<file path="config.mk">
export PLATFORM = sky130hd
export DESIGN_NAME = fetch_instruction_buffer
export DESIGN_NICKNAME = d
export VERILOG_FILES = /design/src/rtl/cva5_types.sv /design/src/rtl/fetch_buffer_ram.sv /design/src/rtl/fetch_instruction_buffer.sv
export SDC_FILE = /design/constraint.sdc
export NUM_CORES = 1
export LEC_CHECK = 0
export CAP_MARGIN = 10
export CORE_MARGIN = 1.5
export CORE_UTILIZATION = 54
export DETAILED_ROUTE_END_ITERATION = 7
export GPL_ROUTABILITY_DRIVEN = 1
export PLACE_DENSITY = 0.84
export SLEW_MARGIN = 20
export SYNTH_ARGS = -nofsm -noshare
export SYNTH_HDL_FRONTEND = slang
export SYNTH_HIERARCHICAL = 1
export SYNTH_SLANG_ARGS = --single-unit
export TNS_END_PERCENT = 1
</file>
<file path="constraint.sdc">
create_clock -name clk -period 8.9 [get_ports clk]
set_clock_uncertainty 0.15 [all_clocks]
set_input_delay 1.335 -clock clk [delete_from_list [all_inputs] [get_ports clk]]
set_output_delay 1.335 -clock clk [all_outputs]
set_load 0.05 [all_outputs]
</file>
<file path="src/rtl/cva5_types.sv">
// Shared types for the fetch path: the instruction buffer entry and its packing helper.
package cva5_types;

  typedef struct packed {
    logic [31:0] pc;
    logic [31:0] instruction;
    logic        fetch_fault;
  } fetch_buffer_entry_t;

  localparam int FETCH_ENTRY_W = $bits(fetch_buffer_entry_t);

  function automatic fetch_buffer_entry_t make_fetch_entry(
    input logic [31:0] pc,
    input logic [31:0] instruction,
    input logic        fetch_fault
  );
    fetch_buffer_entry_t e;
    e.pc          = pc;
    e.instruction = instruction;
    e.fetch_fault = fetch_fault;
    return e;
  endfunction

endpackage

</file>
<file path="src/rtl/fetch_buffer_ram.sv">
// Entry storage for the fetch buffer: synchronous write, asynchronous read, no reset on contents.
module fetch_buffer_ram
  import cva5_types::*;
#(
  parameter int DEPTH = 4,
  parameter int AW    = $clog2(DEPTH)
) (
  input  logic                clk,
  input  logic                write_en,
  input  logic [AW-1:0]       write_addr,
  input  fetch_buffer_entry_t write_data,
  input  logic [AW-1:0]       read_addr,
  output fetch_buffer_entry_t read_data
);

  fetch_buffer_entry_t mem [DEPTH];

  always_ff @(posedge clk) begin
    if (write_en) begin
      mem[write_addr] <= write_data;
    end
  end

  assign read_data = mem[read_addr];

endmodule

</file>
<file path="src/rtl/fetch_instruction_buffer.sv">
// Fetch-to-decode instruction FIFO with flush. Define FETCH_BUF_BYPASS_EN to let an entry pushed
// into an empty buffer be presented on pop_* in the same cycle.
module fetch_instruction_buffer
  import cva5_types::*;
#(
  parameter int DEPTH = 4
) (
  input  logic                     clk,
  input  logic                     rst_n,
  input  logic                     flush,
  input  logic                     push,
  output logic                     push_ready,
  input  logic [31:0]              push_pc,
  input  logic [31:0]              push_instruction,
  input  logic                     push_fetch_fault,
  output logic                     pop_valid,
  input  logic                     pop,
  output logic [31:0]              pop_pc,
  output logic [31:0]              pop_instruction,
  output logic                     pop_fetch_fault,
  output logic [$clog2(DEPTH):0]   count
);

  localparam int AW = $clog2(DEPTH);
  localparam logic [AW:0] FULL_COUNT = (AW+1)'(DEPTH);

  logic [AW-1:0]       rd_ptr;
  logic [AW-1:0]       wr_ptr;
  fetch_buffer_entry_t push_entry;
  fetch_buffer_entry_t ram_entry;
  fetch_buffer_entry_t pop_entry;
  logic                bypass;
  logic                push_acc;
  logic                pop_acc;
  logic                wr_en;
  logic                rd_en;

  // Bypass is gated by rst_n so pop_valid stays low for the whole reset assertion.
`ifdef FETCH_BUF_BYPASS_EN
  assign bypass = rst_n && (count == '0) && push && !flush;
`else
  assign bypass = 1'b0;
`endif

  assign push_ready = (count < FULL_COUNT);
  assign pop_valid  = (count != '0) || bypass;

  assign push_acc = push && push_ready && !flush;
  assign pop_acc  = pop && pop_valid && !flush;

  // A bypassed entry consumed in the same cycle never touches storage.
  assign wr_en = push_acc && !(bypass && pop);
  assign rd_en = pop_acc && !bypass;

  assign push_entry = make_fetch_entry(push_pc, push_instruction, push_fetch_fault);

  always_ff @(posedge clk or negedge rst_n) begin
    if (!rst_n) begin
      count  <= '0;
      rd_ptr <= '0;
      wr_ptr <= '0;
    end else if (flush) begin
      count  <= '0;
      rd_ptr <= '0;
      wr_ptr <= '0;
    end else begin
      if (wr_en) begin
        wr_ptr <= wr_ptr + AW'(1);
      end
      if (rd_en) begin
        rd_ptr <= rd_ptr + AW'(1);
      end
      case ({wr_en, rd_en})
        2'b10:   count <= count + (AW+1)'(1);
        2'b01:   count <= count - (AW+1)'(1);
        default: count <= count;
      endcase
    end
  end

  fetch_buffer_ram #(
    .DEPTH (DEPTH),
    .AW    (AW)
  ) u_ram (
    .clk        (clk),
    .write_en   (wr_en),
    .write_addr (wr_ptr),
    .write_data (push_entry),
    .read_addr  (rd_ptr),
    .read_data  (ram_entry)
  );

  assign pop_entry       = bypass ? push_entry : ram_entry;
  assign pop_pc          = pop_entry.pc;
  assign pop_instruction = pop_entry.instruction;
  assign pop_fetch_fault = pop_entry.fetch_fault;

endmodule

</file>
==> flow_summary.yaml, run 1 <==
worst_setup_path:
  start_kind: "register"
  cp_slowest_cell: "clkdlybuf4s50_1"
  crit_family: "buffers and inverters"
  cp_data_arrival_time_ns: 3.17
  crit_type: "reg -> out"
  cp-end-kind: "primary output"
  critPathMaxStageDelay_ns: 0.74
  worstPathRequired_ns: 7.41
  path_cells: "buf_4 > buf_16 > mux4_2 > clkdlybuf4s50_1"
  cp_max_fo: 36
  crit_buf_inv: 3
timing:
  slew_viol_final: 0
  final-setup-viol-count: 0
  worst_pin_slew_ns: 1.041
  rsz0062_at_grt: "false"
  tns_ns: 0
  relSlewSlack_pct: 30.57
  fmax_ghz: 0.2150
  setup_slack_ns: 4.248
  final-hold-violation-count: 0
  finalCritPeriodShare_pct: 52.27
  fin_crit_ns: 4.652
floorplan:
  initial_core_util_pct: 55.10
  fp-row-count: 49
  chipWidth_microns: 138.4
  dieArea_sq_um: 19150
  fp.coreArea_sq_um: 17960
  die_h_microns: 138.4
  pin_count: 140
logic_synthesis:
  ys_warn_count: 6
  yosysUniqueCellTypes: 36
  yosysSeqAreaShare_pct: 80.65
  synth_commonest_cells: "edfxtp_1, mux4_2, buf_2, dfrtp_1"
  ys.flop_type: "edfxtp_1"
  synth_edf_count: 260
  yosysMostFrequentCell: "edfxtp_1"
  yosysTopAreaCellShare_pct: 78.88
  synthCells: 390
  syn_nets: 461
  ys_top_cells_by_area: "edfxtp_1, mux4_2, dfrtp_1"
  synth_area_leader_cell: "edfxtp_1"
  syn_area_sq_um: 9898
  synth_async_sr_flop_share_pct: 2.622
  synth-seq-cells: 267
  avgSynthCellArea_sq_um: 25.38
route:
  ant_nets: 0
  route.vias.total: 4529
  wirelength_microns: 17420
  vias_per_cell: 5.683
  detail_route.wl_per_cell_microns: 21.85
  dr.pass1.iters: 4
  drc: 0
  drtIter0Drc: 300
global_routing:
  grt_usage_pct: 18.76
  grt_pass1_wl_microns: 27760
  antenna_found_initial: 0
  grt_pass1_vias: 5056
  grt_max_degree: 67
  grt_overflow: 0
power_and_ir_drop:
  power.total_mw: 3.099
  pwr-share-seq_pct: 46.5
  powerDensity_nw_per_um2: 247.2
  clockPowerShare_pct: 41.4
  switching_share_pct: 21.92
  p_leak_nw: 3.978
  power.internal_mw: 2.420
  p_sw_mw: 0.6793
  p_comb_share_pct: 12.1
  vdd_drop_max_mv: 0.2146
clock_tree:
  clk_latency_ns: 0.51
  postCtsSetupBuffers: 0
  postCtsResizedCells: 0
  cts_hold_buffers: 0
  htree_num_levels: 1
  cts-buffers-inserted: 27
  root_buffer: "clkbuf_16"
  cts_tree: "yes"
  clockBufferDepth: 3
  clk_pin_slew_worst_paths_ns: 0.06
  cts.sinks: 267
status:
  status: "completed"
cells_and_area:
  multi_input_area_sq_um: 1764
  antenna_cells: 0
  drive_gt1_share_pct: 21.13
  n_fill_cell: 1065
  nets: 619
  regArea_sq_um: 7990
  area_growth_pct: 26.67
place:
  gp_congestion: 0.7473
  io_buffers: 139
  place_ws_ns: 4.462
  dp_hpwl_microns: 9935
run:
  drv_cap: 0
min_path:
  hold_path_class: "reg -> reg"
[state kept, by name (all words and copies together) (netlist names)]
signal and count:
count 3, rd_ptr 2, u_ram/mem 260, wr_ptr 2
[area by class of cell]
cell class / instances / area share, %
multi-input combinational: 105 / 14.07
timing repair buffer: 145 / 11.62
clock inverter: 17 / 2.704
sequential: 267 / 63.73
clock buffer: 32 / 5.538
tap: 229 / 2.285
inverter: 2 / 0.05987
[metal layers]
layer	routed length (microns)	global-route usage, %	vias to the layer above
li1	-	-	1996
met1	7214	25.19	2363
met2	8880	31.42	141
met3	987	4.295	29
met4	334	5.152	0
met5	0	0	-
[worst paths after layout]
path / cells past startpoint / slack, ns / start / end
max reg2reg: 4 / 6.29 / count[2]$_DFFE_PN0P_ / u_ram/mem[2][41]$_DFFE_PP_
min in group asynchronous: 1 / 0.96 / rst_n / count[0]$_DFFE_PN0P_
min: 2 / 0.49 / wr_ptr[1]$_DFFE_PN0P_ / wr_ptr[1]$_DFFE_PN0P_
max: 4 / 4.25 / rd_ptr[0]$_DFFE_PN0P_ / pop_instruction[19]
min reg2reg: 2 / 0.49 / wr_ptr[1]$_DFFE_PN0P_ / wr_ptr[1]$_DFFE_PN0P_
max in group asynchronous: 1 / 7.33 / rst_n / rd_ptr[0]$_DFFE_PN0P_
[worst register-to-register path, cell delays in order, from the launching register on]
cell	delay, ns
dfrtp_1	0.47
nand2b_1	0.21
nor2_1	0.21
and3b_4	0.58
buf_4	0.59
[power groups by stage]
stage | Combinational [mW] | Clock, mW | Sequential (mW)
global route | 0.394 | 1.36 | 1.44
CTS | 0.377 | 1.31 | 1.44
floorplan | 0.254 | 0 | 1.46
finish | 0.375 | 1.28 | 1.44
detailed placement | 0.375 | 0 | 1.47
global placement | 0.371 | 0 | 1.46
[through the flow]
| stage | instance area [sq um] | std cells | hold slack [ns] | util, % |
|---|---|---|---|---|
| floorplan | 9898 | 390 | 0.3688 | - |
| finish | 12540 | 797 | 0.4862 | 69.80 |
| CTS | 12510 | 796 | 0.4917 | 69.65 |
| global route | 12540 | 797 | 0.5518 | 69.80 |
| detailed placement | 11480 | 747 | 0.4734 | 63.89 |
| global placement | 11480 | 747 | 0.4444 | 63.89 |
[logic make-up (layout without fill, tap and decap cells)]
group,after synthesis,after routing,synth area share (%)
fa+ha+maj,1,1,0.2023
mux,65,65,14.79
compound gates,12,12,0.8723
simple gates,22,22,1.340
xor+xnor,5,5,0.4424
buf+inv,18,196,1.707
flops,267,267,80.65
[placed cells by master, fill, tap and decap left out, types with 3 or more instances in the layout]
master	instances
edfxtp_1	260
clkdlybuf4s50_1	139
mux4_2	65
clkbuf_16	27
bufinv_16	10
nor2_1	5
clkbuf_1	5
dfrtp_1	5
buf_4	5
xor2_1	4
clkinvlp_4	3
clkinv_1	3
Power figures use the tool's default switching activity.
==> inputs of run 2 (changes only) <==
==> constraint.sdc (replaced) <==
create_clock -name clk -period 4.5 [get_ports clk]
set_clock_uncertainty 0.15 [all_clocks]
set_input_delay 0.675 -clock clk [delete_from_list [all_inputs] [get_ports clk]]
set_output_delay 0.675 -clock clk [all_outputs]
set_load 0.05 [all_outputs]
==> flow_summary.yaml, run 2 (synthesis results as in run 1) <==
route:
  wl_met2_microns: 9229
  detail_route.wl_per_cell_microns: 22.51
  wirelength_microns: 17980
  m1WireLength_microns: 7441
  wl_met3_microns: 1087
  highest_layer: "met4"
  dr.pass1.iters: 5
  drc: 0
  route.vias.total: 4608
  vias_per_cell: 5.767
  ant_nets: 0
  drtIter0Drc: 232
global_routing:
  grt_pass1_vias: 5021
  antenna_found_initial: 0
  grt_overflow: 0
  grt_usage_pct: 18.96
  grt_max_degree: 67
  grt_pass1_wl_microns: 27990
timing:
  fin_crit_ns: 3.821
  finalCritPeriodShare_pct: 84.91
  slew_viol_final: 0
  relSlewSlack_pct: 32.12
  fmax_ghz: 0.2617
  final-hold-violation-count: 0
  final-setup-viol-count: 0
  tns_ns: 0
  worst_pin_slew_ns: 1.018
  rsz0062_at_grt: "false"
cells_and_area:
  n_fill_cell: 1058
  mostFrequentLayoutCells: "edfxtp_1, clkdlybuf4s50_1, mux4_2"
  area_growth_pct: 25.36
  largest_register: "u_ram/mem"
  final_common_cell: "edfxtp_1"
  largest_reg_flops: 260
  nets: 620
  drive_gt1_share_pct: 21.75
  antenna_cells: 0
  final_core_util_pct: 69.07
  reg.largest.list: "u_ram/mem x260, count x3"
floorplan:
  pin_count: 140
  die_h_microns: 138.4
  dieArea_sq_um: 19150
  initial_core_util_pct: 55.10
  chipWidth_microns: 138.4
  fp-row-count: 49
  fp.coreArea_sq_um: 17960
clock_tree:
  postCtsResizedCells: 0
  cts.sinks: 267
  clk_latency_ns: 0.52
  cts-buffers-inserted: 27
  postCtsSetupBuffers: 0
  root_buffer: "clkbuf_16"
  clockBufferDepth: 3
  cts_hold_buffers: 0
  clk_pin_slew_worst_paths_ns: 0.06
  cts_tree: "yes"
  htree_num_levels: 1
worst_setup_path:
  cp-end-kind: "primary output"
  cp_slowest_cell: "dfrtp_4"
  cp_max_fo: 31
  start_kind: "register"
  path_cells: "buf_4 > mux4_2 > clkdlybuf4s50_1"
  worstPathRequired_ns: 3.67
  critPathMaxStageDelay_ns: 0.84
  cp_data_arrival_time_ns: 3.00
  crit_family: "buffers and inverters"
  rrSetupSlack_ns: 2.00
  crit_type: "reg -> out"
  crit_buf_inv: 2
power_and_ir_drop:
  p_leak_nw: 3.927
  power.total_mw: 5.741
  powerDensity_nw_per_um2: 462.7
  vdd_drop_max_mv: 0.3928
place:
  dp_hpwl_microns: 10750
  io_buffers: 139
  gp_congestion: 0.7466
min_path:
  hold_path_class: "in -> async"
status:
  status: "completed"
run:
  drv_cap: 0
[run 2: cell count changes in the layout (fill, tap and decap cells not counted), moves of 2 or more]
cell,before,now
clkinv_2,1,6
clkbuf_1,5,3
inv_6,0,2
bufinv_16,10,1
clkbuf_8,0,3
buf_12,0,3
[run 2: cell type report]
cell class / count / area [sq um] / share of cell area (%)
tap: 229 / 286.5 / 2.309
inverter: 2 / 7.507 / 0.06050
timing repair buffer: 146 / 1481 / 11.94
clock buffer: 34 / 753.2 / 6.070
multi-input combinational: 105 / 1770 / 14.27
clock inverter: 16 / 118.9 / 0.9579
sequential: 267 / 7990 / 64.39
[run 2: final timing paths]
path                                        from                     to  depth (start not counted)
max in group asynchronous                  rst_n  rd_ptr[0]$_DFFE_PN0P_                          1
max                        rd_ptr[0]$_DFFE_PN0P_             pop_pc[21]                          3
min reg2reg                wr_ptr[1]$_DFFE_PN0P_  wr_ptr[1]$_DFFE_PN0P_                          2
max reg2reg                 count[0]$_DFFE_PN0P_   count[2]$_DFFE_PN0P_                          6
min                                        rst_n   count[2]$_DFFE_PN0P_                          1
min in group clk           wr_ptr[1]$_DFFE_PN0P_  wr_ptr[1]$_DFFE_PN0P_                          2
[run 2: power by group]
part	switching (mW)	leakage [nW]	internal, mW
Combinational	0.431	1.05	0.305
Clock	0.897	0.430	1.25
Sequential	0.0501	2.45	2.81
[run 2: per-layer routing]
layer | vias up | track usage [%]
met5 | - | 0
met4 | 0 | 4.044
li1 | 2001 | -
met1 | 2420 | 25.39
met3 | 22 | 4.087
met2 | 165 | 32.57
[run 2: stage by stage]
step | cell area, sq um | std cells | hold slack, ns | worst slack (ns)
2_1_floorplan | 9903 | 390 | 0.2294 | 0.3045
3_3_place_gp | 11540 | 749 | 0.4848 | 1.176
3_5_place_dp | 11540 | 749 | 0.5186 | 1.131
4_1_cts | 12410 | 799 | 0.2581 | 0.5773
5_1_grt | 12410 | 799 | 0.2662 | 0.5032
6_report | 12410 | 799 | 0.2640 | 0.6789
==> inputs of run 3 (changes only) <==
==> constraint.sdc (replaced) <==
create_clock -name clk -period 4 [get_ports clk]
set_clock_uncertainty 0.15 [all_clocks]
set_input_delay 0.6 -clock clk [delete_from_list [all_inputs] [get_ports clk]]
set_output_delay 0.6 -clock clk [all_outputs]
set_load 0.05 [all_outputs]
==> flow_summary.yaml, run 3 (synthesis results as in run 1) <==
status:
  status: "completed"
clock_tree:
  cts_hold_buffers: 0
  clk_latency_ns: 0.51
  cts_tree: "yes"
  cts.sinks: 267
  postCtsSetupBuffers: 0
  cts-buffers-inserted: 26
  root_buffer: "clkbuf_16"
  postCtsResizedCells: 0
  htree_num_levels: 1
  clockBufferDepth: 3
  clk_pin_slew_worst_paths_ns: 0.06
run:
  drv_cap: 0
cells_and_area:
  area_growth_pct: 25.93
  drive_gt1_share_pct: 21.02
  antenna_cells: 0
  mostFrequentLayoutCells: "edfxtp_1, clkdlybuf4s50_1, mux4_2"
  largest_register: "u_ram/mem"
  final_cell_area_sq_um: 12460
  largest_reg_flops: 260
  final_common_cell: "edfxtp_1"
  n_fill_cell: 1051
  reg.largest.list: "u_ram/mem x260, count x3"
  nets: 622
global_routing:
  grt_pass1_wl_microns: 28550
  grt_pass1_vias: 4937
  grt_overflow: 0
  grt_usage_pct: 19.42
  antenna_found_initial: 0
  grt_max_degree: 41
timing:
  relSlewSlack_pct: 58.69
  worst_pin_slew_ns: 0.6196
  setup_slack_ns: 0.3870
  tns_ns: 0
  final-setup-viol-count: 0
  finalCritPeriodShare_pct: 90.32
  fin_crit_ns: 3.613
  final-hold-violation-count: 0
  slew_viol_final: 0
  fmax_ghz: 0.2768
  rsz0062_at_grt: "false"
route:
  drc: 0
  route.vias.total: 4637
  dr.pass1.iters: 4
  highest_layer: "met4"
  detail_route.wl_per_cell_microns: 22.55
  wl_met2_microns: 9234
  wl_met3_microns: 908
  m1WireLength_microns: 7493
  vias_per_cell: 5.796
  ant_nets: 0
  wirelength_microns: 18040
  drtIter0Drc: 271
worst_setup_path:
  cp_max_fo: 21
  rrSetupSlack_ns: 1.48
  start_kind: "register"
  rr_startpoint: "count[0]$_DFFE_PN0P_"
  cp-end-kind: "primary output"
  cp-startpoint: "rd_ptr[0]$_DFFE_PN0P_"
  crit_type: "reg -> out"
  endpoint: "pop_instruction[1]"
  worstPathRequired_ns: 3.25
  r2r_end: "count[2]$_DFFE_PN0P_"
  r2r_cells: 6
  cp_data_arrival_time_ns: 2.86
place:
  io_buffers: 139
  place_ws_ns: 0.8246
  dp_hpwl_microns: 11060
  gp_congestion: 0.7524
  placed_cell_area_sq_um: 11570
floorplan:
  dieArea_sq_um: 19150
  fp-row-count: 49
  pin_count: 140
  die_h_microns: 138.4
  chipWidth_microns: 138.4
  fp.coreArea_sq_um: 17960
  initial_core_util_pct: 55.10
power_and_ir_drop:
  power.total_mw: 6.544
  p_leak_nw: 3.953
  powerDensity_nw_per_um2: 525.0
  vdd_drop_max_mv: 0.3322
min_path:
  hold_path_class: "in -> async"
[run 3: cell count changes in the layout (fill, tap and decap cells not counted), moves of 2 or more]
| cell | delta |
|---|---|
| clkbuf_1 | +4 |
| bufinv_16 | +3 |
| clkinv_2 | -3 |
| buf_4 | +2 |
| clkinvlp_4 | -2 |
| inv_6 | -2 |
[run 3: worst max-delay path, stage by stage (launching register included)]
cell and delay (ns):
dfrtp_4 0.59, buf_4 0.44, mux4_2 0.58, clkdlybuf4s50_1 0.72
[run 3: metal layers]
metal | vias up | track usage, %
met5 | - | 0
met4 | 0 | 5.817
met3 | 32 | 3.429
met2 | 147 | 32.47
met1 | 2457 | 26.70
li1 | 2001 | -
[run 3: layout make-up]
| type | count | area [sq um] | area share [%] |
|---|---|---|---|
| clock buffers | 37 | 743.2 | 5.963 |
| clock inverters | 11 | 150.1 | 1.205 |
| inverters | 2 | 7.507 | 0.06023 |
| multi-input cells | 105 | 1770 | 14.20 |
| flip-flops and latches | 267 | 7990 | 64.10 |
| well taps | 229 | 286.5 | 2.299 |
| repair buffers | 149 | 1516 | 12.17 |
[run 3: where the power goes]
part | total, mW | internal [mW] | switching [mW]
Sequential | 3.20 | 3.16 | 0.0406
Combinational | 0.845 | 0.343 | 0.502
Clock | 2.50 | 1.55 | 0.951
Total | 6.54 | 5.05 | 1.49
[run 3: metrics by stage]
step / utilization, % / cells / hold WS (ns)
global placement: 64.41 / 752 / 0.4795
global route: 69.39 / 800 / 0.2242
detailed placement: 64.41 / 752 / 0.5119
CTS: 69.39 / 800 / 0.2061
finish: 69.39 / 800 / 0.2241
floorplan: - / 390 / 0.1544
[run 3: worst min-delay path by stage]
stage	from	end	slack [ns]	cells past startpoint
2_1_floorplan	rst_n	count[0]$_DFFE_PN0P_	0.15	0
3_3_place_gp	wr_ptr[1]$_DFFE_PN0P_	wr_ptr[1]$_DFFE_PN0P_	0.48	2
3_5_place_dp	wr_ptr[1]$_DFFE_PN0P_	wr_ptr[1]$_DFFE_PN0P_	0.51	2
4_1_cts	rst_n	wr_ptr[1]$_DFFE_PN0P_	0.21	1
5_1_grt	rst_n	wr_ptr[0]$_DFFE_PN0P_	0.22	1
6_report	rst_n	wr_ptr[0]$_DFFE_PN0P_	0.22	1
==> RTL change: new RTL, settings of run 2 <==
Add a define of `FETCH_BUF_BYPASS_EN`.
--- a/src/rtl/fetch_instruction_buffer.sv
+++ b/src/rtl/fetch_instruction_buffer.sv
@@ -1,4 +1,6 @@
 // Fetch-to-decode instruction FIFO with flush. Define FETCH_BUF_BYPASS_EN to let an entry pushed
 // into an empty buffer be presented on pop_* in the same cycle.
+`define FETCH_BUF_BYPASS_EN
+
 module fetch_instruction_buffer
   import cva5_types::*;
Check against the original RTL: not equivalent (a bounded check fails within 4 cycles, from zero or initial values and one cycle with rst_n low).
==> RTL change against run 2 <==
- routed wire length is 8.5% higher
- synthesized area is 7.9% higher
- final area is 5.7% higher
- worst setup slack worse by 0.15 ns
- sequential share of layout area is 3.5 points lower
- via count is 10% higher
- fmax is 3.9% lower
- largest cell class unchanged
- critical endpoint is now pop_instruction[6]
- sequential cell count stayed put
- synthesized cell count is 18% higher
Power is not compared: it rests on default switching activity, and its combinational part moved more than twofold at a synthesized area within 25%.
==> RTL change: results (changes against run 2) <==
stage	metric	value	unit	change
drt	dr.pass1.iters	4		-1
drt	routed_wl	19520	um	+8.5%
setup_path	cp_max_fo	28		-9.7%
placed_design	io_buffer_count	139		unchanged
finish	nNetsFinal	690		+11%
clock_network	cts_resized	0		unchanged
placed_design	gp_congestion	0.7682		+2.9%
synthesis	seq_area_frac_synth	74.77	%	-5.9 points
timing	tightest_slew	0.6091	ns	-0.4091 ns
global_routing	grt_start_max_net_pins	61		-9.0%
synthesis	yosysUniqueCellTypes	33		-8.3%
outcome	status	complete, no violations		
setup_path	r2r_cells	4		-2
global_routing	grt_pass1_wl	30370	um	+8.5%
synthesis	synth_top_area_share	73.13	%	-5.7 points
finish	drive_gt1_share	27.07	%	+5.3 points
finish	reg.largest.list	u_ram/mem x260, count x3		
setup_path	slowest_delay	0.71	ns	-0.13 ns
power_and_ir_drop	ir_drop	0.5057	mV	
synthesis	async_flop_share	2.622	%	unchanged
clock_network	cts_buffers	26		-3.7%
synthesis	netlist_top_cells_count	260 x edfxtp_1, 65 x mux4_2, 39 x mux2_1		
finish	diodes	0		unchanged
clock_network	cts-root-buf	clkbuf_16		
setup_path	crit_slowest_cell	clkdlybuf4s50_1		
clock_network	post_cts_buffers	0		unchanged
clock_network	cts_max_path_buffers	3		unchanged
synthesis	synth_edf_count	260		unchanged
global_routing	grtUsageTotal	19.60	%	+0.65 points
power_and_ir_drop	leakage	4.187	nW	
timing	slew_violations	0		unchanged
drt	drt_iter0_drc	344		+48%
placed_design	place_hpwl	11980	um	+11%
drt	drtAntennaViolNets	0		unchanged
global_routing	antenna_found_initial	0		unchanged
setup_path	crit_family	buffers and inverters		
placed_design	dp_cells	856		+14%
clock_network	htreeDepth	1		unchanged
global_routing	grt_pass1_vias	5427		+8.1%
synthesis	avgSynthCellArea	23.26	um2	-8.4%
synthesis	ys_warn_count	6		unchanged
placed_design	placed_area	12300	um2	+6.7%
drt	wl_per_cell	21.59	um	-4.1%
setup_path	cp_data_arrival_time	3.15	ns	+0.15 ns
synthesis	synth_nets	530		+15%
drt	route.vias.total	5086		+10%
clock_network	clk_pin_slew	0.06	ns	about the same
clock_network	worstSkewPairLatency	0.51	ns	
worst_hold_path	hp-class	input port to async pin		
synthesis	ys_top_cells_by_area	edfxtp_1 73%, mux4_2 14%, mux2_1 4.1%, mux2_2 2.8%, dfrtp_1 1.6%		
[RTL change: area by class of cell]
type / instances / area (um2)
clock buffers: 36 / 709.4
clock inverters: 12 / 106.4
repair buffers: 154 / 1489
well taps: 265 / 331.6
multi-input cells: 168 / 2489
fillers: 1236 / 6279
inverters: 2 / 7.507
flip-flops and latches: 267 / 7988
[RTL change: worst register-to-register path: cells and delay by family (launching register included)]
kind / cells / cell delay (ns)
simple gates: 3 / 1.28
flops: 1 / 0.50
buf+inv: 1 / 0.39
[RTL change: kinds of logic after synthesis]
kind of cell,after synthesis,share of synthesized area [%]
flops,267,74.77
fa+ha+maj,1,0.1875
buf+inv,24,2.121
xor+xnor,5,0.4102
compound gates,3,0.1875
mux,132,20.77
simple gates,27,1.559
[RTL change: power by group]
part	total [mW]	internal (mW)	switching [mW]
clock	2.05	1.21	0.842
combinational	2.65	1.08	1.58
sequential	3.00	2.89	0.102
[RTL change: final timing paths]
check	startpoint	to	slack, ns
worst min register to register	count[1]	count[1]	0.52
worst max register to register	count[0]	u_ram/mem[0][35]	1.81
min in group clk	count[1]	count[1]	0.52
worst min-delay path	rst_n	count[2]	0.28
max in group asynchronous	rst_n	rd_ptr[0]	3.63
worst max-delay path	rd_ptr[1]	pop_instruction[6]	0.53
[RTL change: stage by stage]
stage	setup WS (ns)	power [mW]
final	0.5251	7.703
after global routing	0.4147	7.991
after CTS	0.4629	7.779
after detailed placement	0.5487	5.709
after global placement	0.6358	5.669
after floorplan	0.8436	5.003
[RTL change: per-layer routing]
metal  wire [um]  vias up  track usage, %
met2       10050      178           32.95
met5           0        -               0
met3        1215       30           3.366
li1            -     2245               -
met1        7884     2633           27.06
met4         368        0           4.941
